--- config.mk ---
export PLATFORM = sky130hd
export DESIGN_NAME = adc_feature_sequencer
export DESIGN_NICKNAME = d
export VERILOG_FILES = /design/src/rtl/adc_feature_sequencer.sv
export SDC_FILE = /design/constraint.sdc
export NUM_CORES = 1
export LEC_CHECK = 0
export ABC_CLOCK_PERIOD_IN_PS = 2900
export CORE_AREA = 2 2 81 83
export DETAILED_ROUTE_END_ITERATION = 8
export DIE_AREA = 0 0 83 85
export HOLD_SLACK_MARGIN = 0.08
export MAX_ROUTING_LAYER = met4
export PLACE_DENSITY_LB_ADDON = 0.1
export SYNTH_ARGS = -nofsm -noshare
export SYNTH_HDL_FRONTEND = slang
export SYNTH_SLANG_ARGS = --single-unit
--- constraint.sdc ---
create_clock -name clk -period 2.9 [get_ports clk]
set_clock_uncertainty 0.2 [all_clocks]
set_input_delay 0.87 -clock clk [delete_from_list [all_inputs] [get_ports clk]]
set_output_delay 0.87 -clock clk [all_outputs]
set_load 0.01 [all_outputs]
--- src/rtl/adc_feature_sequencer.sv ---
// Acquisition sequencer ahead of the printed-MLP classifier: scans the analog mux,
// handshakes one ADC conversion per channel and publishes a quantized feature vector atomically.
module adc_feature_sequencer #(
  parameter int N_FEAT  = 9,
  parameter int FEAT_W  = 4,
  parameter int ADC_W   = 8,
  parameter int SETTLE  = 2,
  parameter int TIMEOUT = 16
) (
  input  logic                       clk,
  input  logic                       rst,
  input  logic                       start,
  output logic [$clog2(N_FEAT)-1:0]  mux_sel,
  output logic                       adc_req,
  input  logic                       adc_ack,
  input  logic [ADC_W-1:0]           adc_data,
  output logic [N_FEAT*FEAT_W-1:0]   feat_vec,
  output logic                       vec_valid,
  output logic                       busy,
  output logic                       err
);

  localparam int SEL_W   = $clog2(N_FEAT);
  localparam int D       = ADC_W - FEAT_W;
  localparam int CNT_MAX = (SETTLE > TIMEOUT) ? SETTLE : TIMEOUT;
  localparam int CNT_W   = $clog2(CNT_MAX + 1);

  localparam logic [SEL_W-1:0] LAST_CH   = SEL_W'(N_FEAT - 1);
  localparam logic [CNT_W-1:0] SETTLE_LD = CNT_W'(SETTLE - 1);
  localparam logic [CNT_W-1:0] TMO_LD    = CNT_W'(TIMEOUT - 1);

  typedef enum logic [1:0] {
    ST_IDLE,
    ST_SETTLE,
    ST_REQ
  } state_t;

  // Round half-up to FEAT_W bits; one extra bit keeps the rounding add from wrapping.
  function automatic logic [FEAT_W-1:0] quantize(input logic [ADC_W-1:0] x);
    logic [ADC_W:0] t;
    t = ({1'b0, x} + (ADC_W+1)'(2 ** (D - 1))) >> D;
    if (t > (ADC_W+1)'(2 ** FEAT_W - 1)) quantize = '1;
    else                                 quantize = t[FEAT_W-1:0];
  endfunction

  state_t                          state_q, state_d;
  logic [SEL_W-1:0]                ch;
  logic [CNT_W-1:0]                cnt;
  logic [N_FEAT-1:0][FEAT_W-1:0]   shadow;
  logic [FEAT_W-1:0]               q_p0;
  logic                            accept, take, finish, tmo, last_ch, cnt_zero;

  assign q_p0     = quantize(adc_data);
  assign last_ch  = (ch == LAST_CH);
  assign cnt_zero = (cnt == '0);
  assign mux_sel  = ch;

  always_comb begin
    state_d = state_q;
    accept  = 1'b0;
    take    = 1'b0;
    finish  = 1'b0;
    tmo     = 1'b0;
    busy    = (state_q != ST_IDLE);
    case (state_q)
      ST_IDLE: begin
        if (start) begin
          accept  = 1'b1;
          state_d = ST_SETTLE;
        end
      end
      ST_SETTLE: begin
        if (cnt_zero) state_d = ST_REQ;
      end
      ST_REQ: begin
        // An ack on the last permitted edge still wins over the timeout.
        if (adc_ack) begin
          take = 1'b1;
          if (last_ch) begin
            finish  = 1'b1;
            state_d = ST_IDLE;
          end else begin
            state_d = ST_SETTLE;
          end
        end else if (cnt_zero) begin
          tmo     = 1'b1;
          state_d = ST_IDLE;
        end
      end
      default: state_d = ST_IDLE;
    endcase
  end

  always_ff @(posedge clk) begin
    if (rst) begin
      state_q   <= ST_IDLE;
      ch        <= '0;
      cnt       <= '0;
      adc_req   <= 1'b0;
      vec_valid <= 1'b0;
      err       <= 1'b0;
    end else begin
      state_q   <= state_d;
      adc_req   <= (state_d == ST_REQ);
      vec_valid <= finish;
      if (accept) begin
        ch  <= '0;
        err <= 1'b0;
      end else if (take && !last_ch) begin
        ch <= ch + SEL_W'(1);
      end
      if (tmo) err <= 1'b1;
      // One counter serves both the settle interval and the ack timeout.
      if (accept || (take && !last_ch))               cnt <= SETTLE_LD;
      else if (state_q == ST_SETTLE && cnt_zero)      cnt <= TMO_LD;
      else if (state_q != ST_IDLE && !cnt_zero)       cnt <= cnt - CNT_W'(1);
    end
  end

  // Capture stage: shadow slot write and atomic vector publish
  always_ff @(posedge clk) begin
    if (rst) begin
      shadow   <= '0;
      feat_vec <= '0;
    end else begin
      if (take) shadow[ch] <= q_p0;
      if (finish) begin
        for (int k = 0; k < N_FEAT - 1; k++)
          feat_vec[k*FEAT_W +: FEAT_W] <= shadow[k];
        feat_vec[(N_FEAT-1)*FEAT_W +: FEAT_W] <= q_p0;
      end
    end
  end

endmodule

# --- Word-level counts from Yosys, hierarchy flattened ---
# Cells that the tools add are included.
totals:
  inputBits: 12
  regBits: 86
  elab_cells: 69
op_classes:
  add_sub_neg: 3
  order_cmp: 3
  n_reduce_logical: 16
  eq_ne: 4
  muxes: 25
op_table:
  columns: ["operator", "n"]
  rows:
  - ["$bwmux W36", 1]
  - ["$demux W4 S4", 1]
  - ["$mux W4", 4]
  - ["$mux W1", 14]
  - ["$add A8 B4 Y9 const B", 1]
  - ["$mux W2", 4]
  - ["$pmux W2 S3", 1]
  - ["$reduce_bool A2 Y1", 3]
  - ["$gt A5 B4 Y1 const B", 1]
  - ["$logic_not A5 Y1", 1]
  - ["$lt A4 B5 Y1 const B", 1]
  - ["$sub A5 B1 Y5 const B", 1]
  - ["$add A4 B1 Y4 const B", 1]
  - ["$eq A2 B2 Y1 const B", 2]
  - ["$eq A4 B4 Y1 const B", 1]
  - ["$ge A4 B1 Y1 const B", 1]
  - ["$logic_and A1 B1 Y1", 4]
  - ["$reduce_or A2 Y1", 2]
  - ["$reduce_bool A3 Y1", 1]
  - ["$reduce_or A3 Y1", 1]
  - ["$eq A2 B1 Y1 const B", 1]
  - ["$logic_not A1 Y1", 2]
  - ["$logic_not A2 Y1", 1]
  - ["$logic_or A1 B1 Y1", 1]

# --- Longest topological paths before layout ---
# Gate-level depths: netlist (run 1).
logic_depth:
  word_depth: 6
  ltp_mapped: 7
  depth_no_buf: 5

# --- Least setup slack after synthesis (run 1) ---
# No wires, ideal clock.
synth_timing:
  kind: "input to register"
  start: "input adc_data[3]"
  end: "register feat_vec[33]"
  t_arrival_ns: 1.728
  cell_stages: 4
  path_buffers: 0
  setup_slack_ns: 0.835
  cell_sequence: "ha_1 > or2_2 > o21ai_1 > o22ai_1"
synth_between:
  elab_chain_cells: 3
synth_rtl:
  columns: ["element", "line_no", "source"]
  rows:
  - ["from (decl)", "16", "input logic [ADC_W-1:0] adc_data,"]
  - ["$add A8 B4 Y9 (*)", "41", "t = ({1'b0, x} + (ADC_W+1)'(2 ** (D - 1))) >> D;"]
  - ["$gt A5 B4 Y1", "42", "if (t > (ADC_W+1)'(2 ** FEAT_W - 1)) quantize = '1;"]
  - ["$mux W4 (*)", "42", null]
  - ["to (signal, indexed assignment)", "129", "feat_vec[k*FEAT_W +: FEAT_W] <= shadow[k];"]
  - ["to (signal, indexed assignment)", "130", "feat_vec[(N_FEAT-1)*FEAT_W +: FEAT_W] <= q_p0;"]
  - ["to (decl)", "17", "output logic [N_FEAT*FEAT_W-1:0] feat_vec,"]
# Mark *: on every way between the ends. The rest lies on a longest branch, timed or not.
# A chain may end at the register's enable or synchronous reset.

# --- Final worst setup path (run 1) ---
layout_timing:
  start: "register ch[3] (netlist: mux_sel[3])"
  end: "output mux_sel[3]"
layout_rtl:
  columns: ["element", "line_no", "source"]
  rows:
  - ["from (decl)", "47", "logic [SEL_W-1:0] ch;"]
  - ["from (signal assigned)", "110", "ch <= ch + SEL_W'(1);"]
  - ["to (decl)", "13", "output logic [$clog2(N_FEAT)-1:0] mux_sel,"]
# No word-level cell between the ends.

==> metrics.csv, run 1 <==
metric,value,unit
RSZ-0062 raised after global routing,false,
uppermost routed layer,met4,
GRT Total Usage,0.243,
placed cells,505,
crit path cell chain,clkdlybuf4s50_1,
Place WS,251,ps
Worst Hold Class,register to register,
Crit-path slowest cell,clkdlybuf4s50_1,
WL met3,463,um
"Seq/Total Area, Yosys",0.477,
Ant. Diodes,0,
top_reg_cell synth,dfxtp_1,
via/cell ratio,5.92,
Num CTS Buffers,9,
Max IR drop VDD,0.380,mV
register bit total from synthesis,82,
critical path arrival,1520,ps
first-pass GRT wire length,13600,um
kind of critical path,register to output port,
area growth from synthesis to layout,22.7,%
"Hold Violations, Final",0,
final setup vio count,0,
Yosys cell types,48,
Syn Inst Count,394,
clock sink count,82,
Final Max Slew Viols,0,
CP required,1830,ps
f_max,386,MHz
Critical Path Max Stage Delay,620,ps
hold endpoint,feat_vec[15],
Post-DRT Antenna Nets,0,
"CP delay by family, top",buffers and inverters,
Worst Hold Depth,2,
hold_buf cts,0,
reg2reg start,mux_sel[3],
Post-Synthesis Net Count,413,
Critical R2R Capture,feat_vec[20],
cell area after synthesis,3440,um2
Post-synth EDFFs,0,
initial antenna violation count,0,
DR pass1 iterations,4,
fin crit share,0.892,
Routed WL per cell,15.5,um
Critical Path Sink Type,output port,
"critical path fanouts, max",12,
post-CTS setup buffers,0,
Worst-Skew Late Latency,350,ps
core box area,6200,um2
IO Pins,56,
Buffers on Ports,52,
CTS max path bufs,2,
"Core Util, Final",0.680,
vias in the first global route,2899,
CTS tree,built,
final worst path period need,2590,ps
FF-to-FF setup slack,910,ps
Worst-Margin Slew,624,ps
outcome,completed,
Hold WS,269,ps
worst r2r path cells,4,
share of cells above drive strength 1,0.0903,
GPL Wtd Cong,0.805,
Final Instance Area,4220,um2
DRC,0,
syn avg cell area,8.73,um2
H-tree depth reported by CTS,3,
HPWL after DPL,5400,um
Pleak,1.45,nW
Layout Nets,458,
met2 wire length,3840,um
vias post-DR,3077,
Rel. slew slack,0.582,
placed cell area,4010,um2
Initial Utilization,0.554,
fin cells,520,
clk root buf,clkbuf_8,
Worst setup SP type,register,
CP bufs+invs,1,
die footprint,7060,um2
worst setup margin,312,ps
Pwr Density,568,nW/um2
Die Y-Extent,85,um
row cnt,29,
Die Span X,83,um
Post-Route WL,8070,um
Syn. warnings,0,
clock slew at the register clock pins of the worst setup and hold paths,80,ps
overall power,2.39,mW
post-cts resize count,0,
TNS Setup,0,ps
max-cap violations,0,
First DRT Iteration DRCs,140,
largest net degree at the start of global routing,47,
GRT Residual Overflow,0,
Post-synth ARST share,0,
Metal-1 WL,3640,um
hold_sp,shadow[15],
## kinds of logic (layout without fill, tap and decap cells)
family          Yosys count  count (layout)  share of synthesized area
simple gates            123             123                      0.191
flops                    82              82                      0.477
buf+inv                  40              89                     0.0600
fa+ha+maj                 7               7                     0.0255
compound gates          138             138                      0.233
mux                       4               4                     0.0127
## cells in the mapped netlist, types with 2 or more instances
| master | n | share of area |
|---|---|---|
| dfxtp_1 | 82 | 0.48 |
| a21oi_1 | 49 | 0.071 |
| nand3_1 | 45 | 0.065 |
| o21ai_0 | 34 | 0.049 |
| nand2_1 | 32 | 0.035 |
| o22ai_1 | 27 | 0.049 |
| nor2_1 | 16 | 0.017 |
| clkbuf_1 | 11 | 0.012 |
| a211oi_1 | 10 | 0.022 |
| buf_2 | 9 | 0.013 |
| inv_1 | 8 | 0.0087 |
| ha_1 | 7 | 0.025 |
| buf_4 | 5 | 0.011 |
| and4b_1 | 4 | 0.012 |
| nand4b_1 | 4 | 0.010 |
| o21ai_1 | 4 | 0.0058 |
| buf_6 | 3 | 0.0098 |
| clkbuf_2 | 3 | 0.0044 |
| mux2i_1 | 3 | 0.0087 |
| nand2b_1 | 3 | 0.0055 |
| nand3b_1 | 3 | 0.0065 |
| nor2b_1 | 3 | 0.0055 |
| a221oi_1 | 2 | 0.0051 |
| and3b_1 | 2 | 0.0051 |
| or2_2 | 2 | 0.0036 |
## final cells by class
class,count,area [um2]
flip-flops and latches,82,1640
clock buffers,10,128
fillers,542,1990
well taps,77,96.3
repair buffers,66,651
multi-input cells,272,1590
inverters,8,30.0
clock inverters,5,78.8
## layer usage
metal	up-vias	track usage
li1	1525	-
met5	-	-
met4	0	0.103
met1	1444	0.304
met3	11	0.0496
met2	97	0.386
## report_power, final
part	internal, mW	leakage, nW	switching (mW)
logic	0.142	0.678	0.184
registers	1.15	0.661	0.0266
clock network	0.481	0.107	0.411
## flip-flops by register name, indices dropped and copies added (netlist names)
name	cells
adc_req	1
cnt	5
err	1
feat_vec	36
mux_sel	4
shadow	32
state_q	2
vec_valid	1
## cell usage in the layout (no fill, tap or decap), drive strengths merged, types with 7 or more instances in the layout
cell type | Yosys | final
dfxtp | 82 | 82
inv | 8 | 9
o22ai | 27 | 27
a211oi | 10 | 10
clkdlybuf4s50 | 0 | 52
nand2 | 32 | 32
ha | 7 | 7
buf | 18 | 14
nand3 | 45 | 45
o21ai | 39 | 39
clkbuf | 14 | 10
a21oi | 50 | 50
nor2 | 17 | 17
## worst max-delay path by stage
stage	end	startpoint	depth (start not counted)
CTS	mux_sel[3]	mux_sel[3]	1
floorplan	feat_vec[33]	adc_data[3]	4
detailed placement	shadow[31]	adc_data[4]	5
global placement	shadow[19]	adc_data[3]	5
global route	busy	state_q[1]	3
finish	mux_sel[3]	mux_sel[3]	1
Note: power is estimated with default switching activity, not from simulation.
==> run 2: changes to the inputs <==
ABC_CLOCK_PERIOD_IN_PS = 2100   (was 2900)
CORE_AREA = 2 2 88 90   (was 2 2 81 83)
DIE_AREA = 0 0 90 92   (was 0 0 83 85)
clock period = 2.1 ns   (was 2.9 ns; I/O delays follow)
==> metrics.csv, run 2 (synthesized netlist as in run 1, its figures left out) <==
metric,value,unit,change
kind of critical path,register to output port,,
CP required,1270,ps,-560 ps
most frequent cells in the layout,"80 x dfxtp_1, 49 x a21oi_1, 45 x nand3_1, 34 x o21ai_0, 32 x nand2_1",,
Place WS,-272,ps,-523 ps
CTS tree,built,,
fin cells,563,,+8.3%
crit path cell chain,clkdlybuf4s50_1,,
Rel. slew slack,0.678,,+0.0960
"CP delay by family, top",buffers and inverters,,
Ant. Diodes,0,,unchanged
Die Span X,90,um,+8.4%
clock slew at the register clock pins of the worst setup and hold paths,90,ps,about the same
FF-to-FF setup slack,290,ps,-620 ps
Num CTS Buffers,9,,unchanged
vias post-DR,3110,,+1.1%
initial antenna violation count,0,,unchanged
Critical Path Sink Type,output port,,
Routed WL per cell,15.0,um,-3.6%
placed cells,547,,+8.3%
clock sink count,82,,unchanged
Pwr Density,756,nW/um2,+33%
"critical path fanouts, max",2,,-10
Worst-Margin Slew,483,ps,-141 ps
via/cell ratio,5.52,,-6.6%
f_max,484,MHz,
DRC,0,,unchanged
max-cap violations,0,,unchanged
core box area,7450,um2,+20%
Final Max Slew Viols,0,,unchanged
row cnt,32,,+10%
clk root buf,clkbuf_8,,
Worst setup SP type,register,,
GRT Total Usage,0.221,,-0.0215
Layout Nets,475,,+3.7%
GPL Wtd Cong,0.815,,+1.2%
Critical Path Max Stage Delay,530,ps,-90 ps
Max IR drop VDD,0.388,mV,+2.0%
vias in the first global route,3009,,+3.8%
First DRT Iteration DRCs,121,,-14%
RSZ-0062 raised after global routing,false,,
worst setup margin,35.2,ps,-277 ps
GRT Residual Overflow,0,,unchanged
Buffers on Ports,52,,unchanged
largest net degree at the start of global routing,47,,unchanged
DR pass1 iterations,4,,unchanged
most flop-heavy register,feat_vec,,
"commonest non-fill, non-tap cell in the layout",dfxtp_1,,
Crit-path slowest cell,clkdlybuf4s50_1,,
Largest regs,"feat_vec x36, shadow x32, cnt x5",,
post-CTS setup buffers,0,,unchanged
Post-Route WL,8430,um,+4.4%
Die Y-Extent,92,um,+8.2%
area growth from synthesis to layout,31.6,%,
Worst-Skew Late Latency,370,ps,+20 ps
Worst Hold Class,register to register,,
CTS max path bufs,2,,unchanged
Pleak,2.10,nW,+45%
CP bufs+invs,1,,unchanged
final setup vio count,0,,unchanged
die footprint,8280,um2,+17%
outcome,completed,,
share of cells above drive strength 1,0.132,,+0.0420
max reg flops,36,,unchanged
final worst path period need,2060,ps,
HPWL after DPL,5640,um,+4.6%
critical path arrival,1230,ps,-290 ps
TNS Setup,0,ps,unchanged
hold_buf cts,0,,unchanged
"Hold Violations, Final",0,,unchanged
first-pass GRT wire length,14400,um,+5.5%
Post-DRT Antenna Nets,0,,unchanged
fin crit share,0.983,,
Initial Utilization,0.462,,-0.0925
H-tree depth reported by CTS,3,,unchanged
IO Pins,56,,unchanged
## run 2: cell count changes in the layout (fill, tap and decap cells not counted), sizes merged
cell,change
buf,+17
clkbuf,-1
clkdlybuf4s50,-32
clkinv,-1
clkinvlp,+2
dlygate4sd2,+4
dlymetal6s2s,+28
inv,+1
## run 2: layer usage
metal | vias to the layer above | share of wire | track usage | wire, um
li1 | 1559 | - | - | -
met1 | 1473 | 0.45 | 0.260 | 3770
met2 | 68 | 0.50 | 0.376 | 4210
met3 | 10 | 0.040 | 0.0468 | 333
met4 | 0 | 0.014 | 0.0833 | 118
met5 | - | 0 | - | 0
## run 2: layout make-up
type                            instances  area, um2
Timing Repair Buffer                   83        906
Sequential cell                        82       1640
Multi-Input combinational cell        272       1590
Clock inverter                          7        100
Tap cell                              102        128
Clock buffer                            9        124
Fill cell                             677       2920
Inverter                                8       30.0
## run 2: path summary, 6_finish.rpt
| check | startpoint | endpoint | depth (start not counted) |
|---|---|---|---|
| worst max register to register | mux_sel[0] | feat_vec[32] | 6 |
| worst min-delay path | shadow[2] | shadow[2] | 2 |
| worst min register to register | shadow[2] | shadow[2] | 2 |
| worst max-delay path | feat_vec[29] | feat_vec[29] | 1 |
## run 2: through the flow
step | util | area, um2 | hold WS [ps] | power, mW
floorplan | - | 3440 | 243 | 1.99
global placement | 0.569 | 4230 | 257 | 2.14
detailed placement | 0.569 | 4230 | 260 | 2.16
CTS | 0.598 | 4460 | 270 | 3.44
global route | 0.608 | 4530 | 289 | 3.57
finish | 0.608 | 4530 | 272 | 3.42
## run 2: repair_timing
item                                   4_1_cts  5_1_grt
gates resized for setup                      6       28
endpoints found under the hold margin        0        0
setup endpoints to repair                    4       28
## run 2: report_power, final
part           total [mW]  internal, mW  leakage, nW  switching, mW
clock network        1.31         0.679        0.108          0.629
registers            1.63          1.59        0.662         0.0367
logic               0.489         0.225         1.33          0.264
==> run 3: changes to the inputs <==
RECOVER_POWER = 100   (was unset)
==> metrics.csv, run 3 (synthesized netlist as in run 1, its figures left out) <==
metric,value,unit,change
fin cells,563,,unchanged
CP bufs+invs,1,,unchanged
CTS max path bufs,2,,unchanged
Final Max Slew Viols,0,,unchanged
sequential share of power,0.476,,about the same
core box area,7450,um2,unchanged
multi-input logic area,1580,um2,-0.86%
worst r2r path cells,5,,-1
Worst Hold Class,register to register,,
Initial Utilization,0.462,,unchanged
fin crit share,0.983,,about the same
vias post-DR,3090,,-0.64%
outcome,completed,,
combinational power share,0.140,,-0.003
Filler cells,700,,+3.4%
Largest regs,"feat_vec x36, shadow x32, cnt x5",,
largest net degree at the start of global routing,47,,unchanged
HPWL after DPL,5640,um,unchanged
"CP delay by family, top",buffers and inverters,,
overall power,3.41,mW,-0.43%
GPL Wtd Cong,0.815,,unchanged
"critical path fanouts, max",2,,unchanged
CTS tree,built,,
Max IR drop VDD,0.388,mV,+0.10%
IO Pins,56,,unchanged
die footprint,8280,um2,unchanged
FF-to-FF setup slack,200,ps,-90 ps
Die Y-Extent,92,um,unchanged
via/cell ratio,5.49,,-0.64%
First DRT Iteration DRCs,160,,+32%
critical path arrival,1240,ps,about the same
Worst Hold Depth,2,,unchanged
Sw Ratio,0.272,,+0.000344
"Hold Violations, Final",0,,unchanged
crit path cell chain,clkdlybuf4s50_1,,
initial antenna violation count,0,,unchanged
Pleak,1.54,nW,-27%
DR pass1 iterations,6,,+2
first-pass GRT wire length,14400,um,unchanged
Critical Path Max Stage Delay,530,ps,about the same
H-tree depth reported by CTS,3,,unchanged
Post-DRT Antenna Nets,0,,unchanged
TNS Setup,0,ps,unchanged
Buffers on Ports,52,,unchanged
clk root buf,clkbuf_8,,
Rel. slew slack,0.557,,-0.121
register area,1640,um2,-0.15%
NetSw,0.927,mW,-0.30%
Crit-path slowest cell,clkdlybuf4s50_1,,
Critical R2R Capture,cnt[0],,
hold endpoint,shadow[2],,
GRT Residual Overflow,0,,unchanged
Ant. Diodes,0,,unchanged
Worst setup SP type,register,,
hold_sp,shadow[2],,
reg2reg start,cnt[0],,
post-CTS setup buffers,0,,unchanged
final setup vio count,0,,unchanged
clock sink count,82,,unchanged
GRT Total Usage,0.221,,unchanged
RSZ-0062 raised after global routing,false,,
hold_buf cts,0,,unchanged
DRC,0,,unchanged
Die Span X,90,um,unchanged
Clk pwr share,0.384,,+0.002
kind of critical path,register to output port,,
"commonest non-fill, non-tap cell in the layout",dfxtp_1,,
placed cells,547,,unchanged
max-cap violations,0,,unchanged
row cnt,32,,unchanged
clock slew at the register clock pins of the worst setup and hold paths,90,ps,about the same
Worst-Skew Late Latency,370,ps,about the same
Num CTS Buffers,9,,unchanged
Critical Path Sink Type,output port,,
most flop-heavy register,feat_vec,,
internal power,2.48,mW,-0.48%
share of cells above drive strength 1,0.124,,-0.00868
max reg flops,36,,unchanged
Worst-Margin Slew,663,ps,+180 ps
f_max,484,MHz,about the same
post-cts resize count,6,,unchanged
final worst path period need,2070,ps,+0.494 ps
Pwr Density,768,nW/um2,+1.6%
Post-Route WL,8390,um,-0.43%
vias in the first global route,3009,,unchanged
Routed WL per cell,14.9,um,-0.43%
area growth from synthesis to layout,29.0,%,
most frequent cells in the layout,"82 x dfxtp_1, 49 x a21oi_1, 45 x nand3_1, 34 x o21ai_0, 32 x nand2_1",,
Layout Nets,475,,unchanged
"Core Util, Final",0.596,,-0.0121
CP required,1270,ps,about the same
==> run 3: stage by stage <==
step                      setup slack (ps)  cell area (um2)  hold slack [ps]
final                                 34.7             4440              272
after CTS                             3.48             4460              270
after global routing                 0.345             4440              289
after global placement                -227             4230              257
after floorplan                        275             3440              243
after detailed placement              -272             4230              260
==> run 3: metal layers <==
layer	GRT usage	routed length (um)	up-vias
li1	-	-	1556
met1	0.260	3770	1470
met2	0.376	4190	54
met3	0.0468	311	10
met4	0.0833	118	0
met5	-	0	-
==> run 3: cell type report <==
cell class | instances | area share
flip-flops and latches | 82 | 0.370
repair buffers | 83 | 0.188
multi-input cells | 272 | 0.356
inverters | 8 | 0.00677
clock inverters | 7 | 0.0226
clock buffers | 9 | 0.0279
well taps | 102 | 0.0288
==> run 3: power by group through the flow <==
stage	combinational (mW)	sequential [mW]	clock [mW]
6_report	0.476	1.62	1.31
5_1_grt	0.523	1.63	1.40
4_1_cts	0.492	1.63	1.33
3_5_place_dp	0.494	1.66	0
3_3_place_gp	0.481	1.66	0
2_1_floorplan	0.336	1.65	0
==> run 3: how the worst max path moves through the flow <==
| stage | start | endpoint | slack [ps] | depth (start not counted) |
|---|---|---|---|---|
| floorplan | adc_data[3] | feat_vec[33] | 280 | 4 |
| global placement | adc_ack | shadow[0] | -230 | 5 |
| detailed placement | adc_ack | shadow[0] | -270 | 5 |
| CTS | feat_vec[21] | feat_vec[21] | 3 | 1 |
| global route | feat_vec[0] | feat_vec[0] | 0.3 | 1 |
| finish | feat_vec[29] | feat_vec[29] | 30 | 1 |
==> run 3: worst min-delay path, delay by kind of cell, from the launching register on <==
family          cells  cell delay [ps]
compound gates      1               60
flops               1              320
simple gates        1               50
